`src/rtl/updown_sweep_ctrl_pkg.sv`:
```
// ---------------------------------------------------------------------------
// updown_sweep_ctrl_pkg
//   Shared definitions for the triangle-sweep sequencer:
//     - default counter/bound width and sweep-count width
//     - controller state encoding
// ---------------------------------------------------------------------------
package updown_sweep_ctrl_pkg;

  localparam int W_DEF  = 4;
  localparam int CW_DEF = 8;

  typedef enum logic [1:0] {
    ST_IDLE = 2'd0,
    ST_UP   = 2'd1,
    ST_DOWN = 2'd2,
    ST_DONE = 2'd3
  } state_t;

endpackage

```
`src/rtl/updown_sweep_ctrl_cnt_core.sv`:
```
// ---------------------------------------------------------------------------
// updown_cnt_core
//   Loadable W-bit up/down counter. Load has priority over counting; the
//   count holds whenever en is low.
//
//   clk       in   system clock
//   rst       in   asynchronous active-high reset, clears count to 0
//   load      in   load load_val on the next edge
//   load_val  in   W-bit value to load
//   en        in   count enable
//   up        in   1 = increment, 0 = decrement
//   cnt       out  registered W-bit count
// ---------------------------------------------------------------------------
module updown_cnt_core #(
  parameter int W = 4
) (
  input  logic         clk,
  input  logic         rst,
  input  logic         load,
  input  logic [W-1:0] load_val,
  input  logic         en,
  input  logic         up,
  output logic [W-1:0] cnt
);

  always_ff @(posedge clk or posedge rst) begin
    if (rst) begin
      cnt <= '0;
    end else if (load) begin
      cnt <= load_val;
    end else if (en) begin
      cnt <= up ? cnt + W'(1) : cnt - W'(1);
    end
  end

endmodule

```
`src/rtl/updown_sweep_ctrl.sv`:
```
// ---------------------------------------------------------------------------
// updown_sweep_ctrl
//   Sequencer that runs an up/down counter through cmd_cycles triangle
//   sweeps lo -> hi -> lo with no dwell at either bound, then pulses done.
//   Commands arrive over a valid/ready handshake; a malformed command
//   (lo >= hi or zero cycles) is rejected with a one-cycle err pulse.
//   An abort in UP/DOWN returns to IDLE with count, direction and
//   cycles_left frozen.
//
//   clk          in   system clock
//   rst          in   asynchronous active-high reset
//   cmd_valid    in   command present
//   cmd_ready    out  high exactly in IDLE
//   cmd_lo       in   lower sweep bound
//   cmd_hi       in   upper sweep bound
//   cmd_cycles   in   number of full lo->hi->lo sweeps
//   abort        in   stop the active sweep
//   cnt_out      out  current count value (registered)
//   dir_up       out  1 while counting up
//   busy         out  high in UP, DOWN and DONE
//   cycles_left  out  remaining sweeps including the current one
//   done         out  one-cycle pulse on completion
//   err          out  one-cycle pulse on command rejection
// ---------------------------------------------------------------------------
module updown_sweep_ctrl
  import updown_sweep_ctrl_pkg::*;
#(
  parameter int W  = W_DEF,
  parameter int CW = CW_DEF
) (
  input  logic          clk,
  input  logic          rst,
  input  logic          cmd_valid,
  output logic          cmd_ready,
  input  logic [W-1:0]  cmd_lo,
  input  logic [W-1:0]  cmd_hi,
  input  logic [CW-1:0] cmd_cycles,
  input  logic          abort,
  output logic [W-1:0]  cnt_out,
  output logic          dir_up,
  output logic          busy,
  output logic [CW-1:0] cycles_left,
  output logic          done,
  output logic          err
);

  state_t       state;
  logic [W-1:0] lo_q;
  logic [W-1:0] hi_q;

  logic cmd_ok;
  logic cmd_take;
  logic at_top;
  logic at_bot;
  logic cnt_load;
  logic cnt_en;
  logic cnt_up;

  assign cmd_ready = (state == ST_IDLE);
  assign busy      = (state != ST_IDLE);

  assign cmd_ok   = (cmd_lo < cmd_hi) && (cmd_cycles != '0);
  assign cmd_take = cmd_ready && cmd_valid;

  // Turn-around is decided one step early so the bound itself is reached
  // on the same edge that the direction flips: no dwell at hi or lo.
  // lo < hi is guaranteed for a running sweep, so neither expression wraps.
  assign at_top = (cnt_out == hi_q - W'(1));
  assign at_bot = (cnt_out == lo_q + W'(1));

  assign cnt_load = cmd_take && cmd_ok;
  assign cnt_en   = ((state == ST_UP) || (state == ST_DOWN)) && !abort;
  assign cnt_up   = (state == ST_UP);

  updown_cnt_core #(
    .W (W)
  ) u_cnt (
    .clk      (clk),
    .rst      (rst),
    .load     (cnt_load),
    .load_val (cmd_lo),
    .en       (cnt_en),
    .up       (cnt_up),
    .cnt      (cnt_out)
  );

  always_ff @(posedge clk or posedge rst) begin
    if (rst) begin
      state       <= ST_IDLE;
      lo_q        <= '0;
      hi_q        <= '0;
      cycles_left <= '0;
      dir_up      <= 1'b0;
      done        <= 1'b0;
      err         <= 1'b0;
    end else begin
      done <= 1'b0;
      err  <= 1'b0;
      case (state)
        ST_IDLE: begin
          // abort is deliberately ignored here: a command arriving with
          // abort still high is accepted.
          if (cmd_valid) begin
            if (cmd_ok) begin
              lo_q        <= cmd_lo;
              hi_q        <= cmd_hi;
              cycles_left <= cmd_cycles;
              dir_up      <= 1'b1;
              state       <= ST_UP;
            end else begin
              err <= 1'b1;
            end
          end
        end
        ST_UP: begin
          if (abort) begin
            state <= ST_IDLE;
          end else if (at_top) begin
            dir_up <= 1'b0;
            state  <= ST_DOWN;
          end
        end
        ST_DOWN: begin
          if (abort) begin
            state <= ST_IDLE;
          end else if (at_bot) begin
            if (cycles_left == CW'(1)) begin
              cycles_left <= '0;
              done        <= 1'b1;
              state       <= ST_DONE;
            end else begin
              cycles_left <= cycles_left - CW'(1);
              dir_up      <= 1'b1;
              state       <= ST_UP;
            end
          end
        end
        ST_DONE: begin
          // done was raised on entry; this state lasts exactly one cycle.
          state <= ST_IDLE;
        end
        default: begin
          state <= ST_IDLE;
        end
      endcase
    end
  end

endmodule

```
`config.mk`:
```
export PLATFORM = sky130hd
export DESIGN_NAME = updown_sweep_ctrl
export DESIGN_NICKNAME = d
export VERILOG_FILES = /design/src/rtl/updown_sweep_ctrl_pkg.sv /design/src/rtl/updown_sweep_ctrl_cnt_core.sv /design/src/rtl/updown_sweep_ctrl.sv
export SDC_FILE = /design/constraint.sdc
export NUM_CORES = 1
export LEC_CHECK = 0
export ABC_AREA = 1
export CAP_MARGIN = 20
export CORE_AREA = 2 2 65 67
export CTS_CLUSTER_DIAMETER = 100
export DETAILED_ROUTE_END_ITERATION = 16
export DIE_AREA = 0 0 67 69
export PLACE_DENSITY = 0.78
export SYNTH_ARGS = -nofsm -noshare
export SYNTH_HDL_FRONTEND = slang
export SYNTH_SLANG_ARGS = --single-unit
```
`constraint.sdc`:
```
create_clock -name clk -period 2.4 [get_ports clk]
set_clock_uncertainty 0.15 [all_clocks]
set_input_delay 0.72 -clock clk [delete_from_list [all_inputs] [get_ports clk]]
set_output_delay 0.72 -clock clk [all_outputs]
set_load 0.005 [all_outputs]
```
; ---- Word-level counts from Yosys, hierarchy flattened
; Index checks and enable logic that the tools add are counted.
[totals]
regBits = 25
wordCells = 77
[op_classes]
add_sub_neg = 5
order_cmp = 1
n_eq_ne = 15
muxes = 32
reduce_logical = 16
[op_table]
columns = op, count
row1 = 8-bit 2-to-1 mux, 5
row2 = 8-bit case mux with 2 select lines, 1
row3 = 1-bit 2-to-1 mux, 14
row4 = 2-bit 2-to-1 mux, 7
row5 = 4-bit 2-to-1 mux, 3
row6 = "2-bit inequality test, second input constant", 6
row7 = "4-bit by 1-bit adder with 4-bit output, second input constant", 2
row8 = 4-bit == test, 2
row9 = "8-bit by 1-bit == test with 1-bit output, second input constant", 1
row10 = 2-bit case mux with 4 select lines, 1
row11 = 8-bit AND reduction, 1
row12 = 8-bit nonzero test, 1
row13 = "4-bit by 1-bit subtractor with 4-bit output, second input constant", 2
row14 = "8-bit by 1-bit subtractor with 8-bit output, second input constant", 1
row15 = "3-bit inequality test, second input constant", 2
row16 = 2-bit nonzero test, 3
row17 = 5-bit AND reduction, 1
row18 = "2-bit == test, second input constant", 2
row19 = 1-bit logical AND, 4
row20 = 4-bit less-than comparator, 1
row21 = 4-bit AND reduction, 1
row22 = 1-bit case mux with 3 select lines, 1
row23 = 3-bit AND reduction, 1
row24 = 3-bit nonzero test, 1
row25 = other kinds (5), 5

; ---- Longest topological paths before layout
; Gate-level depths: netlist of the first run.
[logic_depth]
depth_word = 5
mapped_depth = 14
depth_no_buf = 14

; ---- Cells and area by module
; Synthesis of the first run repeated with hierarchy kept, for this count alone.
[hier_totals]
cells_unflattened = 288
hier_area_um2 = 1934.4
[by_module_without_submodules]
columns = module, instances, cells_each, area_each_um2, seq_area_each_um2
row1 = updown_sweep_ctrl, 1, 247, 1625.3, 525.5
row2 = updown_cnt_core, 1, 41, 309.0, 100.1

; ---- Worst setup path before layout of the first run
; No wires, ideal clock.
[synth_timing]
path_type = input to register
startpoint = input cmd_hi[3]
endpoint = register lo_q[2]
arrival_ns = 1.836
required_time_ns = 2.132
slack_ns = 0.296
path_stages = 8
n_path_buf = 1
path_cell_list = inv_1 -> ha_1 -> a21oi_1 -> a21boi_2 -> nand3_2 -> buf_6 -> nand2_1 -> o21ai_2
[synth_via]
elab_chain_len = 3
[synth_lines]
columns = element, line
row1 = start: declaration, updown_sweep_ctrl.sv:36  ; input logic [W-1:0] cmd_hi,
row2 = 4-bit less-than comparator, updown_sweep_ctrl.sv:62  ; assign cmd_ok = (cmd_lo < cmd_hi) && (cmd_cycles != '0);
row3 = 1-bit logical AND, updown_sweep_ctrl.sv:62
row4 = 3-bit AND reduction (no line), n/a
row5 = end signal: assignment, updown_sweep_ctrl.sv:105  ; lo_q <= cmd_lo;
row6 = end: declaration, updown_sweep_ctrl.sv:48  ; logic [W-1:0] lo_q;
; Every way passes these cells.
; A chain may end at the register's enable or synchronous reset.

; ---- Worst setup path in the final report of the first run
[layout_timing]
startpoint = register state[1]
endpoint = output cmd_ready
[layout_via]
elab_chain_len = 1
[layout_lines]
columns = element, line
row1 = start: declaration, updown_sweep_ctrl.sv:47  ; state_t state;
row2 = start signal: assignment, updown_sweep_ctrl.sv:89  ; state <= ST_IDLE;
row3 = start signal: assignment, updown_sweep_ctrl.sv:109  ; state <= ST_UP;
row4 = start signal: assignment, updown_sweep_ctrl.sv:117  ; state <= ST_IDLE;
row5 = 2-bit zero test, updown_sweep_ctrl.sv:59  ; assign cmd_ready = (state == ST_IDLE);
row6 = end: declaration, updown_sweep_ctrl.sv:34  ; output logic cmd_ready,
; Every way passes these cells.

==> results of run 1 <==
==> metrics by stage <==
stage	area, µm²	TNS (ns)	utilization	instances
floorplan	1950	0	-	276
global placement	2470	-5.24	0.632	375
detailed placement	2470	-5.93	0.632	375
finish	2650	0	0.676	383
CTS	2560	0	0.654	381
global route	2650	-0.0560	0.676	383
==> registers in the layout, indices dropped and copies added, names as in the netlist <==
name / count
cycles_left: 8
state: 2
lo_q: 4
err: 1
done: 1
u_cnt.cnt: 4
dir_up: 1
hi_q: 4
==> power by group through the flow <==
stage | clock [W] | combinational (W) | sequential, W
2_1_floorplan | 0 | 0.00134 | 0.000809
3_3_place_gp | 0 | 0.00191 | 0.000851
3_5_place_dp | 0 | 0.00197 | 0.000861
4_1_cts | 0.000258 | 0.00203 | 0.000845
5_1_grt | 0.000273 | 0.00236 | 0.000887
6_report | 0.000254 | 0.00209 | 0.000854
==> layer usage <==
metal / global-route usage / wire length [µm]
met5: 0 / 0
met4: 0.0884 / 63
met3: 0.0245 / 249
met2: 0.349 / 2370
met1: 0.312 / 2100
==> worst max-delay path by stage <==
stage	start	end	slack [ns]
finish	state[1]	cmd_ready	0.05
global route	state[1]	u_cnt.cnt[3]	-0.03
CTS	cmd_hi[3]	hi_q[3]	0.02
detailed placement	cmd_hi[3]	hi_q[3]	-0.35
global placement	cmd_hi[3]	lo_q[2]	-0.31
floorplan	cmd_hi[3]	lo_q[2]	0.30
==> Yosys cell counts <==
cell / n
a21boi_2: 1
nand3_1: 24
o22ai_1: 7
a21oi_1: 5
dfrtp_1: 25
o21ai_0: 11
buf_6: 2
nand2_2: 7
inv_2: 1
o21ai_2: 5
nor2_4: 1
ha_1: 13
nor3_1: 1
nand4_4: 1
buf_4: 2
nand2_4: 2
nand3_2: 1
fa_1: 1
nand2_1: 89
xnor2_1: 4
xor2_1: 7
nor2_1: 15
inv_1: 48
nand4_1: 3
==> critical path, stage by stage, from the launching register on <==
cell and delay (ns):
dfrtp_1 0.40, inv_1 0.14, ha_4 0.17, clkdlybuf4s50_1 0.50
==> area by class of cell <==
| type | count | area, µm² |
|---|---|---|
| clock buffers | 4 | 45.0 |
| fillers | 314 | 1270 |
| inverters | 49 | 188 |
| multi-input cells | 199 | 1190 |
| flip-flops and latches | 25 | 626 |
| well taps | 50 | 62.6 |
| repair buffers | 56 | 532 |
==> repair_timing <==
action,in CTS,in global routing
pin swaps,1,6
buffers inserted,2,1
resized for setup,5,13
endpoints found under the setup margin,8,24
gates cloned,0,1
==> logic make-up (layout without fill, tap and decap cells) <==
logic type                 after synthesis  count (layout)  share of synthesized area
buffers and inverters                   53             109                      0.114
AOI/OAI and AO/OA                       29              29                     0.0918
and+or+nand+nor                        144             145                      0.330
adders and majority gates               14              14                     0.0938
DFF                                     25              25                      0.321
xor gates and xnor gates                11              11                     0.0495
==> flow_summary.yaml, run 1 <==
yosys:
  ys_seq_area_frac: 0.321
  ys_ff_latch: 25
  syn_inst: 276
  ys_types: 24
  synth_top_cell_by_area: "dfrtp_1"
  yosysWarnings: 0
  synth_fp_nets: 310
  avgSynthCellArea_um2: 7.06
  synth_top_area_frac: 0.321
  yosys-top-cells-area: "dfrtp_1, nand2_1, inv_1, ha_1, nand3_1"
  netlist_area_um2: 1950
routing:
  first_pass_iters: 4
  drc: 0
  avgViaCountPerCell: 5.06
  vias: 1937
  wl_per_cell_um: 12.5
  first_iter_violations: 109
  ant_nets: 0
  drt_wl_total_um: 4780
critical_path:
  required_ns: 1.53
  worstSetupStartpointType: "flip-flop"
  r2r_cells: 11
  rrSetupSlack_ns: 0.19
  r2r-end: "u_cnt.cnt[3]"
  crit_path_max_fanout: 3
  cp.arrival_ns: 1.48
  worstSetupEndpointType: "output pin"
  timing.rr.start: "state[1]"
  critPathKind: "flip-flop to output pin"
timing:
  fmax_mhz: 425
  final_max_slew_viol_count: 0
  finalHoldViolCount: 0
  fin_crit_ns: 2.35
  worst_hold_slack_ns: 0.349
  slew_headroom: 0.785
  tightest_slew_ns: 0.323
  finalCritPeriodShare: 0.980
  setup_viol: 0
  fin_ws_ns: 0.0481
placement:
  place_ws_ns: -0.348
  dp_hpwl_um: 3480
  gp_congestion: 0.881
  numPortBuffers: 36
worst_hold_path:
  hold_depth: 2
  hp-start: "dir_up"
  hp-class: "flip-flop to flip-flop"
  min_to: "dir_up"
grt:
  grt_use_total: 0.223
  grt_max_degree: 26
  first_global_vias: 1920
  antenna_found_initial: 0
  grt-ovfl-total: 0
  grt_pass1_wl_um: 8250
final_layout:
  final_nets: 368
  insertedDiodeCount: 0
  drive_gt1_frac: 0.156
  final_cell_mix: "nand2_1, inv_1, clkdlybuf4s50_1"
  final_common_cell: "nand2_1"
  area_growth_syn_to_layout_pct: 35.9
pwr:
  leakage_nw: 1.39
  power.switching_w: 0.00149
  clkPwrFrac: 0.079
  internal_power_w: 0.00171
  ir_drop_uv: 631
  switching_share: 0.465
  power_w: 0.00319
  p_comb_frac: 0.653
  power_density_nw_per_um2: 1210
  p_seq_frac: 0.267
die:
  coreArea_um2: 3910
  die-area_um2: 4620
  die_w_um: 67
  fp.dieH_um: 69
  start_util: 0.498
  io_pins: 37
  std_cell_rows: 23
clock_network:
  root_buffer: "clkbuf_8"
  worstSkewPairLatency_ns: 0.27
  cts.clk_slew.worst_paths_ns: 0.09
  clockBufferDepth: 2
  h-tree-depth: 1
  cts_tree: "done"
  cts_sinks: 25
  cts_hold_buf: 0
  numCtsBuffers: 3
run_status:
  status: "finished clean"
job:
  maxCapViolations: 0
Note: power is estimated with default switching activity, not from simulation.
==> run 2, diff against run 1 <==
==> constraint.sdc (replaced) <==
create_clock -name clk -period 2.4 [get_ports clk]
set_clock_uncertainty 0.15 [all_clocks]
set_input_delay 0.72 -clock clk [delete_from_list [all_inputs] [get_ports clk]]
set_output_delay 0.72 -clock clk [all_outputs]
set_load 0.01 [all_outputs]
==> run 2 against run 1 <==
Effect of this change: die area unchanged; clock power about the same; routed wire length fell by 1.6%; highest routed layer unchanged; largest power group unchanged; global-route usage grew 0.27 points; critical path type is now primary input to flip-flop; first-iteration DRC count is the same; via count grew 0.36%; final area shrank 0.57%; worst setup slack gained 0.028 ns.
==> flow_summary.yaml, run 2 (same netlist as run 1, synthesis figures left out) <==
placement:
  dp_hpwl_um: 3560
  numPortBuffers: 36
  gp_congestion: 0.881
  place_ws_ns: -0.376
  dp_cells: 376
critical_path:
  worstSetupEndpointType: "flip-flop"
  crit_path_end: "lo_q[2]"
  r2r-end: "u_cnt.cnt[3]"
  worstSetupStartpointType: "primary input"
  crit_path_max_fanout: 8
  cp.arrival_ns: 2.37
  cp-startpoint: "cmd_lo[3]"
  rrSetupSlack_ns: 0.24
  critPathKind: "primary input to flip-flop"
  r2r_cells: 11
  timing.rr.start: "state[0]"
  required_ns: 2.45
final_layout:
  final_common_cell: "nand2_1"
  final_nets: 372
  post-route-util: 0.673
  final_cell_mix: "nand2_1, inv_1, clkdlybuf4s50_1"
  largest_register_ffs: 8
  final_cell_count_no_fill: 387
  insertedDiodeCount: 0
  drive_gt1_frac: 0.154
  area_growth_syn_to_layout_pct: 35.1
  largest_register: "cycles_left"
clock_network:
  cts.clk_slew.worst_paths_ns: 0.09
  clockBufferDepth: 2
  root_buffer: "clkbuf_8"
  h-tree-depth: 1
  worstSkewPairLatency_ns: 0.27
  numCtsBuffers: 3
  cts_tree: "done"
  cts_sinks: 25
die:
  coreArea_um2: 3910
  start_util: 0.498
  die_w_um: 67
  std_cell_rows: 23
  fp.dieH_um: 69
  die-area_um2: 4620
  io_pins: 37
job:
  maxCapViolations: 0
timing:
  fin_ws_ns: 0.0762
  finalHoldViolCount: 0
  finalCritPeriodShare: 0.968
  fin_crit_ns: 2.32
  tightest_slew_ns: 0.335
  slew_headroom: 0.777
  setup_viol: 0
  fmax_mhz: 430
  final_max_slew_viol_count: 0
routing:
  route.layer.met1.wl_um: 2170
  top_layer: "met4"
  ant_nets: 0
  drc: 0
  dr_wl_met2_um: 2270
  first_pass_iters: 4
  first_iter_violations: 109
  dr_wl_met3_um: 234
  drt_wl_total_um: 4710
  avgViaCountPerCell: 5.02
  vias: 1944
  wl_per_cell_um: 12.2
grt:
  antenna_found_initial: 0
  grt_max_degree: 26
  grt-ovfl-total: 0
  first_global_vias: 1890
  grt_pass1_wl_um: 8410
  grt_use_total: 0.226
pwr:
  power_w: 0.00322
  power_density_nw_per_um2: 1220
  ir_drop_uv: 646
  leakage_nw: 1.42
worst_hold_path:
  hp-class: "flip-flop to flip-flop"
run_status:
  status: "finished clean"
run 2: cell count changes in the layout (fill, tap and decap cells not counted), sizes merged:
cell	delta
buf	+4
clkdlybuf4s50	-1
clkinvlp	-1
dlygate4sd2	+1
inv	+1
run 2: layout make-up:
type | count | area [µm²]
clock buffer | 4 | 45.0
fill | 336 | 1280
inverter | 49 | 184
multi-input combinational | 199 | 1150
sequential | 25 | 626
tap | 50 | 62.6
timing repair buffer | 60 | 561
run 2: metal layers:
metal / vias up / track usage
li1: 992 / -
met1: 901 / 0.328
met2: 49 / 0.360
met3: 2 / 0.0212
met4: 0 / 0.0544
met5: - / 0
run 2: worst min-delay path by stage:
stage                     slack [ns]           start  depth (start not counted)              to
after floorplan                 0.30         hi_q[1]                          2         hi_q[1]
after global placement          0.32          dir_up                          2          dir_up
after detailed placement        0.34  cycles_left[1]                          2  cycles_left[1]
after CTS                       0.37  cycles_left[1]                          2  cycles_left[1]
after global routing            0.40  cycles_left[1]                          2  cycles_left[1]
final                           0.37          dir_up                          2          dir_up
run 2: metrics by stage:
stage	hold WS, ns	TNS, ns	cell area [µm²]
floorplan	0.305	0	1950
global placement	0.318	-5.28	2480
detailed placement	0.344	-6.09	2480
CTS	0.368	0	2580
global route	0.403	-0.0410	2630
finish	0.366	0	2630
run 2: repair_timing:
action,4_1_cts,5_1_grt
hold buffers,0,0
gates resized for setup,5,7
hold endpoints to repair,0,0
buffers inserted,4,2
cloned,0,1
setup endpoints to repair,12,24
pin swaps,1,5
run 2: worst max-delay path: stages:
cell and delay [ns]:
clkdlybuf4s50_1 0.53, ha_4 0.23, a21oi_4 0.12, a21boi_4 0.25, nand3_4 0.12, buf_6 0.16, buf_4 0.13, o21ai_2 0.10
run 2: report_power, final:
part	internal, W	total, W	switching [W]	leakage [nW]
Sequential	0.000615	0.000835	0.000221	0.311
Clock	0.000119	0.000254	0.000135	0.0228
Combinational	0.000974	0.00213	0.00116	1.09
Total	0.00171	0.00322	0.00151	1.42
==> run 3, diff against run 2 <==
--- a/config.mk
+++ b/config.mk
@@ -6,12 +6,15 @@
 export NUM_CORES = 1
 export LEC_CHECK = 0
 export ABC_AREA = 1
+export ABC_CLOCK_PERIOD_IN_PS = 2400
 export CAP_MARGIN = 20
 export CORE_AREA = 2 2 65 67
 export CTS_CLUSTER_DIAMETER = 100
 export DETAILED_ROUTE_END_ITERATION = 16
 export DIE_AREA = 0 0 67 69
+export MAX_ROUTING_LAYER = met4
 export PLACE_DENSITY = 0.78
+export RECOVER_POWER = 25
 export SYNTH_ARGS = -nofsm -noshare
 export SYNTH_HDL_FRONTEND = slang
 export SYNTH_SLANG_ARGS = --single-unit
==> run 3 against run 2 <==
Effect of this change: final area about the same; maximum frequency grew 0.13%; die area unchanged; sequential share of layout area about the same; routed wire length is 0.17% higher; worst setup slack gained 0.0031 ns; worst hold slack barely moved; first-iteration DRC count up 1.8%; via count unchanged.
==> flow_summary.yaml, run 3 (same netlist as run 1, synthesis figures left out) <==
run_status:
  status: "finished clean"
timing:
  setup_viol: 0
  slew_headroom: 0.560
  fin_crit_ns: 2.32
  fmax_mhz: 431
  finalSetupTns_ns: 0
  finalCritPeriodShare: 0.967
  tightest_slew_ns: 0.659
  finalHoldViolCount: 0
  final_max_slew_viol_count: 0
die:
  coreArea_um2: 3910
  die-area_um2: 4620
  start_util: 0.498
  std_cell_rows: 23
  fp.dieH_um: 69
  die_w_um: 67
  io_pins: 37
final_layout:
  finalInstanceArea_um2: 2630
  final_common_cell: "nand2_1"
  insertedDiodeCount: 0
  nFillCells: 336
  area_growth_syn_to_layout_pct: 35.0
  drive_gt1_frac: 0.154
  largest_register: "cycles_left"
  final_nets: 372
  multi_input_area_um2: 1150
  final_cell_mix: "nand2_1, inv_1, clkdlybuf4s50_1"
  largest_register_ffs: 8
  seqCellArea_um2: 626
routing:
  ant_nets: 0
  first_iter_violations: 111
  avgViaCountPerCell: 5.02
  wl_per_cell_um: 12.2
  drt_wl_total_um: 4710
  vias: 1944
  first_pass_iters: 4
  drc: 0
critical_path:
  cp.arrival_ns: 2.37
  path_depth: 8
  worstSetupStartpointType: "primary input"
  r2r_cells: 11
  crit_path_end: "hi_q[3]"
  timing.rr.start: "state[0]"
  critPathKind: "primary input to flip-flop"
  cp_slowest_cell: "clkdlybuf4s50_1"
  path_buf_inv: 3
  worstSetupEndpointType: "flip-flop"
  crit_path_max_fanout: 8
  rrSetupSlack_ns: 0.22
  r2r-end: "u_cnt.cnt[3]"
  crit_path_max_incr_delay_ns: 0.53
  required_ns: 2.45
  crit_family: "buffers and inverters"
  cp-startpoint: "cmd_lo[3]"
  crit_chain: "clkdlybuf4s50_1 -> ha_4 -> a21oi_4 -> a21boi_4 -> nand3_4 -> buf_6 -> buf_4 -> o21ai_2"
placement:
  gp_congestion: 0.896
  place_area_um2: 2480
  numPortBuffers: 36
  dp_hpwl_um: 3560
grt:
  first_global_vias: 1891
  grt_max_degree: 26
  grt_pass1_wl_um: 8410
  antenna_found_initial: 0
  grt-ovfl-total: 0
  grt_use_total: 0.232
job:
  maxCapViolations: 0
pwr:
  p_seq_frac: 0.259
  clkPwrFrac: 0.079
  leakage_nw: 1.42
  ir_drop_uv: 646
  power_density_nw_per_um2: 1230
  power_w: 0.00322
  p_comb_frac: 0.662
  power.switching_w: 0.00152
  switching_share: 0.471
  internal_power_w: 0.00171
clock_network:
  root_buffer: "clkbuf_8"
  cts.clk_slew.worst_paths_ns: 0.09
  cts_hold_buf: 0
  cts_sinks: 25
  worstSkewPairLatency_ns: 0.27
  clockBufferDepth: 2
  numCtsBuffers: 3
  cts_tree: "done"
  h-tree-depth: 1
worst_hold_path:
  hp-class: "flip-flop to flip-flop"
run 3: metrics by stage:
stage                util  instances  setup WS [ns]  hold WS (ns)
floorplan               -        276          0.296         0.305
global placement    0.634        376         -0.313         0.318
detailed placement  0.634        376         -0.376         0.344
CTS                 0.659        384        0.00721         0.368
global route        0.672        387        -0.0146         0.403
finish              0.672        387         0.0792         0.366
run 3: power groups by stage:
stage,Clock (W),Combinational (W),Sequential [W]
finish,0.000253,0.00213,0.000836
global route,0.000278,0.00241,0.000867
CTS,0.000255,0.00211,0.000835
detailed placement,0,0.00205,0.000850
global placement,0,0.00199,0.000842
floorplan,0,0.00135,0.000851
run 3: tightest hold or removal path: stages (launching register included):
cell	delay [ns]
dfrtp_1	0.37
nand2_1	0.06
nand2_1	0.05
run 3: worst min-delay path by stage:
stage | from | end | slack (ns) | depth (start not counted)
finish | dir_up | dir_up | 0.37 | 2
global route | cycles_left[1] | cycles_left[1] | 0.40 | 2
CTS | cycles_left[1] | cycles_left[1] | 0.37 | 2
detailed placement | cycles_left[1] | cycles_left[1] | 0.34 | 2
global placement | dir_up | dir_up | 0.32 | 2
floorplan | hi_q[1] | hi_q[1] | 0.30 | 2
run 3: final cells by class:
cell class                 instances  share of cell area
clock buffer                       4              0.0171
multi-input combinational        199               0.439
inverter                          49              0.0699
sequential                        25               0.238
tap                               50              0.0238
timing repair buffer              60               0.212
run 3: routing by layer:
metal / vias to the layer above / track usage / routed length [µm]
li1: 991 / - / -
met1: 899 / 0.328 / 2190
met2: 52 / 0.360 / 2270
met3: 2 / 0.0212 / 221
met4: 0 / 0.0544 / 33
met5: - / - / 0
run 3: repair_timing:
| action | in CTS | in global routing |
|---|---|---|
| setup buffers | 4 | 2 |
| cloned | 0 | 1 |
| endpoints found under the setup margin | 12 | 24 |
| gates resized for setup | 5 | 7 |
| pin swaps | 1 | 5 |
